## src/rtl/cnt_disp_pkg.sv

```systemverilog
// cnt_disp_pkg: shared types and constants for the count display driver.
//   cvt_state_e : state encoding of the binary-to-BCD conversion FSM.
//   SEG_*       : active-high 7-segment patterns, bit [0]=a ... bit [6]=g.
//   DIG_BLANK   : digit code that decodes to an unlit display position.
//   DIG_ERR     : digit code shown on a range error (decodes to a dash).
package cnt_disp_pkg;

  typedef enum logic [1:0] {
    IDLE = 2'd0,
    SUB  = 2'd1,
    DONE = 2'd2
  } cvt_state_e;

  localparam logic [6:0] SEG_0     = 7'b0111111;
  localparam logic [6:0] SEG_1     = 7'b0000110;
  localparam logic [6:0] SEG_2     = 7'b1011011;
  localparam logic [6:0] SEG_3     = 7'b1001111;
  localparam logic [6:0] SEG_4     = 7'b1100110;
  localparam logic [6:0] SEG_5     = 7'b1101101;
  localparam logic [6:0] SEG_6     = 7'b1111101;
  localparam logic [6:0] SEG_7     = 7'b0000111;
  localparam logic [6:0] SEG_8     = 7'b1111111;
  localparam logic [6:0] SEG_9     = 7'b1101111;
  localparam logic [6:0] SEG_DASH  = 7'b1000000;
  localparam logic [6:0] SEG_BLANK = 7'b0000000;

  localparam logic [3:0] DIG_BLANK = 4'hA;
  localparam logic [3:0] DIG_ERR   = 4'hF;

endpackage

```

## src/rtl/cnt_disp_drv_seg7_dec.sv

```systemverilog
// seg7_dec: combinational 4-bit digit to 7-segment decode, active-high.
//   digit : 0-9 decode to numerals, 4'hF to a dash, 10-14 to blank.
//   seg   : segments a..g in bit order [0]..[6], 1 = lit.
module seg7_dec
  import cnt_disp_pkg::*;
(
  input  logic [3:0] digit,
  output logic [6:0] seg
);

  always_comb begin
    seg = SEG_BLANK;
    case (digit)
      4'd0:    seg = SEG_0;
      4'd1:    seg = SEG_1;
      4'd2:    seg = SEG_2;
      4'd3:    seg = SEG_3;
      4'd4:    seg = SEG_4;
      4'd5:    seg = SEG_5;
      4'd6:    seg = SEG_6;
      4'd7:    seg = SEG_7;
      4'd8:    seg = SEG_8;
      4'd9:    seg = SEG_9;
      4'hF:    seg = SEG_DASH;
      default: seg = SEG_BLANK;
    endcase
  end

endmodule

```

## src/rtl/cnt_disp_drv.sv

```systemverilog
// cnt_disp_drv: converts a binary count (0..COUNT_MAX) to two BCD digits by
// repeated subtraction and drives a 2-digit multiplexed 7-segment display.
//   clk, rst  : single clock, synchronous active-high reset.
//   cnt_in    : binary count, may change on any cycle.
//   bcd_tens  : registered tens digit (4'hF on range error).
//   bcd_ones  : registered ones digit (4'hF on range error).
//   cvt_busy  : conversion FSM not idle.
//   range_err : last completed conversion was out of range.
//   seg       : segments a..g, [0]..[6], polarity set by SEG_ACTIVE_LOW.
//   dig_sel   : one-hot digit enable, 2'b01 ones, 2'b10 tens.
module cnt_disp_drv
  import cnt_disp_pkg::*;
#(
  parameter int COUNT_MAX      = 59,
  parameter int SCAN_DIV       = 50,
  parameter int SEG_ACTIVE_LOW = 1,
  parameter int LZ_BLANK       = 0
) (
  input  logic       clk,
  input  logic       rst,
  input  logic [6:0] cnt_in,
  output logic [3:0] bcd_tens,
  output logic [3:0] bcd_ones,
  output logic       cvt_busy,
  output logic       range_err,
  output logic [6:0] seg,
  output logic [1:0] dig_sel
);

  localparam int         SCAN_W  = (SCAN_DIV > 1) ? $clog2(SCAN_DIV) : 1;
  localparam logic [6:0] MAX_V   = 7'(COUNT_MAX);
  localparam logic [6:0] SEG_RST = (SEG_ACTIVE_LOW != 0) ? ~SEG_0 : SEG_0;

  cvt_state_e        state_q, state_d;
  logic [6:0]        last_seen_q, last_seen_d;
  logic [6:0]        rem_q, rem_d;
  logic [3:0]        tens_q, tens_d;
  logic [6:0]        pend_q, pend_d;
  logic              pend_v_q, pend_v_d;
  logic [3:0]        bcd_tens_q, bcd_tens_d;
  logic [3:0]        bcd_ones_q, bcd_ones_d;
  logic              range_err_q, range_err_d;
  logic              cvt_busy_q, cvt_busy_d;
  logic [SCAN_W-1:0] scan_cnt_q, scan_cnt_d;
  logic [1:0]        dig_sel_q, dig_sel_d;
  logic [6:0]        seg_q, seg_d;

  logic              change;
  logic              cap_en;
  logic [6:0]        cap_val;
  logic              scan_wrap;
  logic [3:0]        disp_digit;
  logic [6:0]        dec_seg;

  // Conversion FSM next-state logic
  always_comb begin
    change      = (cnt_in != last_seen_q);
    state_d     = state_q;
    last_seen_d = change ? cnt_in : last_seen_q;
    rem_d       = rem_q;
    tens_d      = tens_q;
    pend_d      = pend_q;
    pend_v_d    = pend_v_q;
    bcd_tens_d  = bcd_tens_q;
    bcd_ones_d  = bcd_ones_q;
    range_err_d = range_err_q;
    cap_en      = 1'b0;
    cap_val     = cnt_in;

    case (state_q)
      IDLE: begin
        cap_en = change;
      end
      SUB: begin
        // A change mid-conversion is parked; only the newest survives.
        if (change) begin
          pend_d   = cnt_in;
          pend_v_d = 1'b1;
        end
        if (rem_q >= 7'd10) begin
          rem_d  = rem_q - 7'd10;
          tens_d = tens_q + 4'd1;
        end else begin
          state_d = DONE;
        end
      end
      DONE: begin
        // Out-of-range captures bypass SUB, so rem still holds the raw value.
        if (rem_q > MAX_V) begin
          bcd_tens_d  = DIG_ERR;
          bcd_ones_d  = DIG_ERR;
          range_err_d = 1'b1;
        end else begin
          bcd_tens_d  = tens_q;
          bcd_ones_d  = rem_q[3:0];
          range_err_d = 1'b0;
        end
        if (change) begin
          cap_en   = 1'b1;
          pend_v_d = 1'b0;
        end else if (pend_v_q) begin
          cap_en   = 1'b1;
          cap_val  = pend_q;
          pend_v_d = 1'b0;
        end else begin
          state_d = IDLE;
        end
      end
      default: state_d = IDLE;
    endcase

    if (cap_en) begin
      rem_d   = cap_val;
      tens_d  = 4'd0;
      state_d = (cap_val > MAX_V) ? DONE : SUB;
    end

    cvt_busy_d = (state_d != IDLE);
  end

  // Display scan: digit enable and segment data move on the same edge
  always_comb begin
    scan_wrap  = (scan_cnt_q == SCAN_W'(SCAN_DIV - 1));
    scan_cnt_d = scan_wrap ? '0 : scan_cnt_q + SCAN_W'(1);
    dig_sel_d  = scan_wrap ? {dig_sel_q[0], dig_sel_q[1]} : dig_sel_q;
    if (dig_sel_d[1]) begin
      disp_digit = ((LZ_BLANK != 0) && (bcd_tens_q == 4'd0)) ? DIG_BLANK : bcd_tens_q;
    end else begin
      disp_digit = bcd_ones_q;
    end
    seg_d = (SEG_ACTIVE_LOW != 0) ? ~dec_seg : dec_seg;
  end

  seg7_dec u_seg7_dec (
    .digit (disp_digit),
    .seg   (dec_seg)
  );

  always_ff @(posedge clk) begin
    if (rst) begin
      state_q     <= IDLE;
      last_seen_q <= 7'd0;
      pend_v_q    <= 1'b0;
      bcd_tens_q  <= 4'd0;
      bcd_ones_q  <= 4'd0;
      range_err_q <= 1'b0;
      cvt_busy_q  <= 1'b0;
      scan_cnt_q  <= '0;
      dig_sel_q   <= 2'b01;
      seg_q       <= SEG_RST;
    end else begin
      state_q     <= state_d;
      last_seen_q <= last_seen_d;
      pend_v_q    <= pend_v_d;
      bcd_tens_q  <= bcd_tens_d;
      bcd_ones_q  <= bcd_ones_d;
      range_err_q <= range_err_d;
      cvt_busy_q  <= cvt_busy_d;
      scan_cnt_q  <= scan_cnt_d;
      dig_sel_q   <= dig_sel_d;
      seg_q       <= seg_d;
    end
  end

  // Datapath working registers are qualified by the FSM state
  always_ff @(posedge clk) begin
    rem_q  <= rem_d;
    tens_q <= tens_d;
    pend_q <= pend_d;
  end

  assign bcd_tens  = bcd_tens_q;
  assign bcd_ones  = bcd_ones_q;
  assign cvt_busy  = cvt_busy_q;
  assign range_err = range_err_q;
  assign seg       = seg_q;
  assign dig_sel   = dig_sel_q;

endmodule

```

## config.mk

```make
export PLATFORM = sky130hd
export DESIGN_NAME = cnt_disp_drv
export DESIGN_NICKNAME = d
export VERILOG_FILES = /design/src/rtl/cnt_disp_pkg.sv /design/src/rtl/cnt_disp_drv_seg7_dec.sv /design/src/rtl/cnt_disp_drv.sv
export SDC_FILE = /design/constraint.sdc
export NUM_CORES = 1
export LEC_CHECK = 0
export BUFFER_PORTS_ARGS = -buffer_cell sky130_fd_sc_hd__buf_2
export CAP_MARGIN = 30
export CORE_MARGIN = 2
export CORE_UTILIZATION = 26
export CTS_CLUSTER_DIAMETER = 150
export DETAILED_ROUTE_END_ITERATION = 10
export PLACE_DENSITY = 0.39
export SLEW_MARGIN = 20
export SYNTH_ARGS = -nofsm -noshare
export SYNTH_HDL_FRONTEND = slang
export SYNTH_SLANG_ARGS = --single-unit
```

## constraint.sdc

```tcl
create_clock -name clk -period 3.4 [get_ports clk]
set_clock_uncertainty 0.1 [all_clocks]
set_input_delay 0.68 -clock clk [delete_from_list [all_inputs] [get_ports clk]]
set_output_delay 0.68 -clock clk [all_outputs]
set_load 0.005 [all_outputs]
```

==> impl_metrics.py <==
metrics = {
    "status": {
        "outcome": "finished, final reports clean",
    },
    "setup_path": {
        "slowest_stage": "a311oi_1",
        "cp_max_fo": 6,
        "worstPathRequired_ns": 3.50,
        "critPathBufInv": 1,
        "path_delay_family": "compound AO/OA/AOI/OAI gates",
        "crit_end": "seg[6]",
        "critical_path_arrival_ns": 2.88,
        "slowest_delay_ns": 0.59,
        "worst-setup-path-type": "reg -> reg",
        "reg2reg_depth": 8,
        "setup.worst_path.start": "scan_cnt_q[0]",
        "cpMostUsedCell": "ha_1",
        "crit_cells": 8,
        "worstReg2RegStart": "scan_cnt_q[0]",
        "critPathCaptureType": "flop",
        "crit_chain": "ha_1 > and4b_4 > a22oi_1 > a311oi_1 > inv_1 > ha_1 > mux2_4 > a221o_1",
        "r2r_end": "seg[6]",
        "r2r_slack_ns": 0.63,
        "startpoint_type": "flop",
    },
    "finish": {
        "syn2layout_area_growth_pct": 13.8,
        "fin_nets": 300,
        "postLayoutCellArea_sq_um": 2950,
        "layout-drive-gt1-share": 0.199,
        "finalNonFillerCells": 414,
        "mostFrequentLayoutCells": "39 x dfxtp_1, 27 x buf_2, 18 x nand2_1, 17 x nor2_1, 14 x edfxtp_1",
        "fill_cells": 1067,
        "final_common_cell": "dfxtp_1",
        "num_antenna_cells": 0,
    },
    "cts": {
        "insertion_delay_ns": 0.31,
        "cts_buffers": 5,
        "post-cts-setup-buffer-count": 0,
        "cts.clk_slew.worst_paths_ns": 0.09,
        "cts_root_buffer": "clkbuf_8",
        "postCtsResizedCells": 0,
        "htree_levels": 2,
        "cts_num_sinks": 53,
        "postCtsHoldBufs": 0,
        "cts_tree": "built",
        "clock_path_buffers": 2,
    },
    "global_route": {
        "grt_pass1_wl_mm": 9.58,
        "antenna_found_initial": 0,
        "grt_overflow": 0,
        "track_usage": 0.112,
        "grt_max_degree": 25,
        "grt_pass1_vias": 1832,
    },
    "place": {
        "port_buffers": 27,
        "gp_congestion": 0.744,
        "placed_cells": 406,
        "hpwl_mm": 4.27,
        "dpl_cell_area_sq_um": 2850,
    },
    "timing": {
        "worstMarginPinSlew_ns": 0.669,
        "finalSetupViolations": 0,
        "min_period_over_period": 0.816,
        "slew_violations": 0,
        "clock.fmax_mhz": 361,
        "hold_viol_final": 0,
        "tns_ns": 0,
        "rsz0062_at_grt": "no",
        "max_slew_margin": 0.551,
        "fin_crit_ns": 2.77,
    },
    "synthesis": {
        "ys_ff_latch": 53,
        "ys.flop_type": "dfxtp_1",
        "synth_cells": 255,
        "syn_area_sq_um": 2590,
        "ys_warn_count": 0,
        "synth_edf_count": 14,
        "synthesis.nets": 275,
        "async_flop_share": 0,
        "yosysUniqueCellTypes": 54,
        "avgSynthCellArea_sq_um": 10.2,
        "synth_seq_area_share": 0.463,
    },
    "power": {
        "swShare": 0.306,
        "p_leak_nw": 1.16,
        "power_frac_comb": 0.224,
        "p_int_mw": 1.14,
        "p_switching_uw": 500,
        "power_frac_seq": 0.515,
        "p_per_area_nw_per_um2": 554,
        "clkPwrFrac": 0.262,
        "peakVddDrop_v": 0.000242,
        "p_total_mw": 1.64,
    },
    "flow_run": {
        "cap_violations": 0,
    },
    "drt": {
        "first_pass_iters": 4,
        "via_count": 1914,
        "wl_per_cell_um": 14.1,
        "viasPerCell": 4.62,
        "drt.antenna.violating_nets": 0,
        "drc": 0,
        "drtIter0Drc": 65,
        "drt_wl_total_mm": 5.85,
    },
    "die": {
        "die_x_um": 104,
        "pin_count": 28,
        "initial_core_util": 0.267,
        "die_area_sq_um": 10800,
        "rows": 36,
        "coreArea_sq_um": 9730,
        "dieHeight_um": 104,
    },
    "worst_hold_path": {
        "hp-class": "reg -> reg",
    },
}
## final cells by class
| type | count | area [sq um] | area share |
|---|---|---|---|
| Multi-Input combinational cell | 179 | 1290 | 0.436 |
| Sequential cell | 53 | 1200 | 0.407 |
| Clock inverter | 2 | 33.8 | 0.0114 |
| Inverter | 13 | 48.8 | 0.0165 |
| Clock buffer | 6 | 72.6 | 0.0246 |
| Tap cell | 133 | 166 | 0.0564 |
| Timing Repair Buffer | 28 | 143 | 0.0483 |
## tightest hold or removal path, stage by stage, from the launching register on
cell,delay [ns]
dfxtp_1,0.33
o21ai_0,0.07
a21oi_1,0.06
## synthesized netlist by cell type, types with 7 or more instances
library cell	n	area [sq um]
nor2b_1	9	56.3
xnor2_1	10	87.6
nand2b_1	8	50.1
nand3_1	8	40.0
o21ai_0	11	55.1
inv_1	10	37.5
nor2_1	17	63.8
edfxtp_1	14	420
mux2i_1	10	100
ha_1	11	138
dfxtp_1	39	781
a21oi_1	13	65.1
nor3_1	7	35.0
nand2_1	18	67.6
## layer usage
metal	vias up	track usage	part of all wire
met1	900	0.154	0.49
met2	42	0.177	0.45
met4	0	0.0338	0.014
met3	9	0.0226	0.043
li1	963	-	-
met5	-	0	0
## power groups by stage
| stage | Clock, mW | Sequential [mW] | Combinational [mW] |
|---|---|---|---|
| global placement | 0 | 0.858 | 0.374 |
| CTS | 0.447 | 0.843 | 0.373 |
| floorplan | 0 | 0.835 | 0.274 |
| global route | 0.471 | 0.857 | 0.417 |
| finish | 0.428 | 0.842 | 0.366 |
| detailed placement | 0 | 0.858 | 0.369 |
## state kept, by name, indices dropped and copies added, names as in the netlist
register     count
range_err        1
pend_v_q         1
cvt_busy         1
scan_cnt_q       6
last_seen_q      7
bcd_ones         4
pend_q           7
rem_q            7
seg              7
state_q          2
dig_sel          2
bcd_tens         4
tens_q           4
## worst min-delay path by stage
stage | endpoint | cells after the start | from
after CTS | tens_q[3] | 2 | tens_q[3]
after global placement | tens_q[3] | 2 | tens_q[3]
after global routing | scan_cnt_q[0] | 1 | scan_cnt_q[0]
final | tens_q[3] | 2 | tens_q[3]
after floorplan | scan_cnt_q[0] | 1 | scan_cnt_q[0]
after detailed placement | tens_q[3] | 2 | tens_q[3]
## stage by stage
| stage | hold slack, ns | util | setup WS (ns) |
|---|---|---|---|
| CTS | 0.404 | 0.303 | 0.610 |
| finish | 0.401 | 0.303 | 0.626 |
| floorplan | 0.350 | - | 0.864 |
| global route | 0.435 | 0.303 | 0.397 |
| detailed placement | 0.390 | 0.293 | 0.624 |
| global placement | 0.372 | 0.293 | 0.717 |
## logic make-up after synthesis
kind of cell,share of synthesized area
AOI/OAI and AO/OA,0.162
xor gates and xnor gates,0.0540
adders and majority gates,0.0531
buffers and inverters,0.0405
DFF,0.463
muxes,0.0545
and+or+nand+nor,0.173
(Power assumes the default switching activity.)
